`src/rtl/bit_demux_8_if.sv`:
```
// Signal bundle for bit_demux_8: write controls, address, mode and the parallel/readback outputs.
// master drives the controls; slave is the demux itself.
interface bit_demux_8_if;
  logic       n_g;
  logic       wr;
  logic       d;
  logic       a;
  logic       b;
  logic       c;
  logic       mode;
  logic [7:0] q;
  logic       y;
  logic       w;
  logic [2:0] cnt;
  logic       done;

  modport master (
    output n_g, wr, d, a, b, c, mode,
    input  q, y, w, cnt, done
  );

  modport slave (
    input  n_g, wr, d, a, b, c, mode,
    output q, y, w, cnt, done
  );
endinterface

```
`src/rtl/bit_demux_8.sv`:
```
// Addressable 8-bit latch with gated readback. Defining BIT_DEMUX_8_SEQ_EN adds a sequential
// fill mode that stages eight serial bits and loads q in one shot.
module bit_demux_8 (
  input logic       clk,
  input logic       rst,
  bit_demux_8_if.slave bus
);

  logic [2:0] sel;
  logic       wr_en;
  logic       y_int;
  logic [7:0] q_q, q_d;

  assign sel   = {bus.c, bus.b, bus.a};
  assign wr_en = ~bus.n_g & bus.wr;

`ifdef BIT_DEMUX_8_SEQ_EN
  logic [7:0] stage_q, stage_d, stage_base;
  logic [2:0] cnt_q, cnt_d, cnt_base;
  logic       done_q, done_d;
  logic       mode_q;
  logic       mode_chg;

  // A mode change discards the partial byte; a write on the same edge starts a fresh one.
  always_comb begin
    mode_chg   = bus.mode != mode_q;
    cnt_base   = mode_chg ? 3'd0 : cnt_q;
    stage_base = mode_chg ? 8'h00 : stage_q;
    q_d        = q_q;
    cnt_d      = cnt_base;
    stage_d    = stage_base;
    done_d     = 1'b0;
    if (wr_en) begin
      if (bus.mode) begin
        stage_d[cnt_base] = bus.d;
        cnt_d             = cnt_base + 3'd1;
        if (cnt_base == 3'd7) begin
          q_d    = {bus.d, stage_base[6:0]};
          done_d = 1'b1;
        end
      end else begin
        q_d[sel] = bus.d;
        cnt_d    = 3'd0;
      end
    end
  end

  always_ff @(posedge clk or posedge rst) begin
    if (rst) begin
      q_q     <= 8'h00;
      stage_q <= 8'h00;
      cnt_q   <= 3'd0;
      done_q  <= 1'b0;
      mode_q  <= 1'b0;
    end else begin
      q_q     <= q_d;
      stage_q <= stage_d;
      cnt_q   <= cnt_d;
      done_q  <= done_d;
      mode_q  <= bus.mode;
    end
  end

  assign bus.cnt  = cnt_q;
  assign bus.done = done_q;
`else
  logic unused_mode;
  assign unused_mode = bus.mode;

  always_comb begin
    q_d = q_q;
    if (wr_en) q_d[sel] = bus.d;
  end

  always_ff @(posedge clk or posedge rst) begin
    if (rst) q_q <= 8'h00;
    else     q_q <= q_d;
  end

  assign bus.cnt  = 3'd0;
  assign bus.done = 1'b0;
`endif

  assign y_int = ~bus.n_g & q_q[sel];
  assign bus.q = q_q;
  assign bus.y = y_int;
  assign bus.w = ~y_int;

endmodule

```
`src/flat_wrapper.sv`:
```
// flat-port wrapper written by rule: the top's interface ports become plain ports
module bit_demux_8_flat 
  (clk, rst, bus_n_g, bus_wr, bus_d, bus_a, bus_b, bus_c, bus_mode, bus_q, bus_y, bus_w, bus_cnt, bus_done);
  bit_demux_8_if bus_i ();
  input logic clk;
  input logic rst;
  input wire logic [$bits(bus_i.n_g)-1:0] bus_n_g;
  input wire logic [$bits(bus_i.wr)-1:0] bus_wr;
  input wire logic [$bits(bus_i.d)-1:0] bus_d;
  input wire logic [$bits(bus_i.a)-1:0] bus_a;
  input wire logic [$bits(bus_i.b)-1:0] bus_b;
  input wire logic [$bits(bus_i.c)-1:0] bus_c;
  input wire logic [$bits(bus_i.mode)-1:0] bus_mode;
  output wire logic [$bits(bus_i.q)-1:0] bus_q;
  output wire logic [$bits(bus_i.y)-1:0] bus_y;
  output wire logic [$bits(bus_i.w)-1:0] bus_w;
  output wire logic [$bits(bus_i.cnt)-1:0] bus_cnt;
  output wire logic [$bits(bus_i.done)-1:0] bus_done;
  assign bus_i.n_g = bus_n_g;
  assign bus_i.wr = bus_wr;
  assign bus_i.d = bus_d;
  assign bus_i.a = bus_a;
  assign bus_i.b = bus_b;
  assign bus_i.c = bus_c;
  assign bus_i.mode = bus_mode;
  assign bus_q = bus_i.q;
  assign bus_y = bus_i.y;
  assign bus_w = bus_i.w;
  assign bus_cnt = bus_i.cnt;
  assign bus_done = bus_i.done;
  bit_demux_8 u_core (.clk(clk), .rst(rst), .bus(bus_i));
endmodule
```
`config.mk`:
```
export PLATFORM = sky130hd
export DESIGN_NAME = bit_demux_8_flat
export DESIGN_NICKNAME = d
export VERILOG_FILES = /design/src/rtl/bit_demux_8_if.sv /design/src/rtl/bit_demux_8.sv /design/src/flat_wrapper.sv
export SDC_FILE = /design/constraint.sdc
export NUM_CORES = 1
export LEC_CHECK = 0
export BUFFER_PORTS_ARGS = -buffer_cell sky130_fd_sc_hd__buf_2
export CORE_AREA = 4 4 41 43
export DETAILED_ROUTE_END_ITERATION = 7
export DIE_AREA = 0 0 45 47
export PLACE_DENSITY = 0.75
export SLEW_MARGIN = 40
export SYNTH_ARGS = -nofsm -noshare
export SYNTH_HDL_FRONTEND = slang
export SYNTH_SLANG_ARGS = --single-unit
```
`constraint.sdc`:
```
create_clock -name clk -period 1.9 [get_ports clk]
set_clock_uncertainty 0.15 [all_clocks]
set_input_delay 0.19 -clock clk [delete_from_list [all_inputs] [get_ports clk]]
set_output_delay 0.19 -clock clk [all_outputs]
set_load 0.02 [all_outputs]
```
==> metrics.cfg <==
[logic_synthesis]
syn_area_um2 = 494
synth_area_per_cell_um2 = 11.2
syn_inst = 44
ys_seq_area_frac = 0.405
yosysUniqueCellTypes = 17
yosysWarnings = 0
ys_ff_latch = 8

[setup_path]
setup.worst_path.end_class = output port
required_ns = 1.56
crit_family = multiplexers
start_kind = flop
slowest_delay_ns = 0.48
crit_chain = mux2i_1, mux4_2, or2_1, buf_6
reg2reg_setup_slack_ns = 0.87
cp_max_fo = 3
slowest_stage = mux4_2
cp_num_buf_inv = 1
worstPathArrival_ns = 1.53
path_class = flop to output port

[status]
status = completed

[final_layout]
syn2layout_area_growth_pct = 24.3
layout_common_cells = buf_2, mux2_2, dfrtp_1, mux2i_1, conb_1
largest_reg_flops = 8
num_antenna_cells = 0
layout-drive-gt1-share = 0.508
final_common_cell = buf_2
final_cells = 78
final_core_util = 0.472
finalNetCount = 74

[place]
place_ws_ns = 0.241
dp.cells = 72
io_buffers = 17
place_congestion = 0.757

[route]
totalWireLength_um = 908
antenna_left = 0
drc = 0
vias_per_cell = 5.00
detailedRoute.firstIterationViolations = 10
via_count = 390
dr.pass1.iters = 5
wl_per_cell_um = 11.6

[clocking]
tritoncts = yes
cts_buffers = 3
cts_max_level = 1
root_buffer = clkbuf_4
insertion_delay_ns = 0.25
clock_path_buffers = 2
clk_pin_slew_ns = 0.05
clock_sinks = 8

[pwr]
pwr-share-seq = 0.399
internal_power_mw = 0.390
p_per_area_nw_per_um2 = 965
p_clk_frac = 0.207
switching_share = 0.342
leakagePower_nw = 0.300
pwr-share-comb = 0.395
p_total_mw = 0.593
switchingPower_mw = 0.203
ir_drop_mv = 0.442

[die]
core_area_um2 = 1300
die_w_um = 45
initial_core_util = 0.380
die-area_um2 = 2120
ios = 23
rows = 13
die_y_um = 47

[timing]
hold_viol = 0
setup_violations = 0
rsz0062_at_grt = true
max_freq_mhz = 536
min_period_ns = 1.87
layout_worst_path_cycle_share = 0.982
slew_viol_final = 0
setup_tns_ns = 0
fin_ws_ns = 0.0339

[global_routing]
first_global_vias = 330
antenna_found_initial = 0
track_usage = 0.0956
grt_pass1_wl_um = 1440
grt.overflow.total = 0
grt_max_degree = 10

[min_path]
hp-class = primary input to flop

[job]
maxCapViolCount = 0

==> area by class of cell <==
cell class                 instances  area, um2
fill                             140        687
inverter                           1       3.75
tap                               15       18.8
timing repair buffer              20        116
clock buffer                       3       22.5
multi-input combinational         31        253
sequential                         8        200
==> worst register-to-register path, stage by stage (launching register included) <==
cell	delay, ns
dfrtp_1	0.38
buf_4	0.14
mux2_2	0.25
==> repair_timing <==
action                     in CTS  in global routing
setup endpoints to repair       0                  1
hold endpoints to repair        8                  0
hold buffers                    1                  0
setup buffers                   0                  2
gates resized for setup         0                  2
==> stage by stage <==
step	cell area [um2]	hold slack, ns
global route	614	0.136
CTS	593	0.126
floorplan	505	-0.144
global placement	561	-0.00996
finish	614	0.128
detailed placement	561	-0.00148
==> metal layers <==
metal	GRT usage	share of wire	up-vias
li1	-	-	184
met1	0.128	0.46	177
met2	0.127	0.41	27
met3	0.0307	0.11	2
met4	0.0702	0.014	0
met5	0	0	-
==> worst paths after layout <==
check	depth (start not counted)	start	end
max	4	u_core.bus.q[6]	bus_w
min	2	bus_d	u_core.bus.q[2]
max reg2reg	2	u_core.bus.q[3]	u_core.bus.q[3]
min reg2reg	1	u_core.bus.q[0]	u_core.bus.q[0]
max in group asynchronous	3	rst	u_core.bus.q[5]
min in group asynchronous	3	rst	u_core.bus.q[2]
==> cell families (layout without fill, tap and decap cells) <==
kind of cell	count (synthesis)	count (layout)	synth area share
and+or+nand+nor	14	14	0.172
muxes	13	13	0.309
DFF	8	8	0.405
buffers and inverters	8	24	0.106
other	1	4	0.00759
==> cell usage after synthesis <==
cell type	number	area share
dfrtp_1	8	0.41
mux2_2	8	0.18
buf_4	4	0.061
mux2i_1	4	0.081
nand3b_1	3	0.046
nor2_1	3	0.023
clkbuf_1	2	0.015
nand2_1	2	0.015
nor3b_1	2	0.030
buf_6	1	0.023
conb_1	1	0.0076
inv_1	1	0.0076
mux4_2	1	0.046
nand3_1	1	0.010
nor3_1	1	0.010
nor3b_2	1	0.025
or2_1	1	0.013
==> power by group through the flow <==
stage                     Sequential, mW  Clock, mW  Combinational (mW)
after floorplan                    0.289          0               0.103
after global placement             0.240          0               0.211
after detailed placement           0.242          0               0.213
after CTS                          0.239      0.127               0.215
after global routing               0.242      0.140               0.253
final                              0.236      0.122               0.234
No activity file was read; power rests on OpenSTA's default activity.
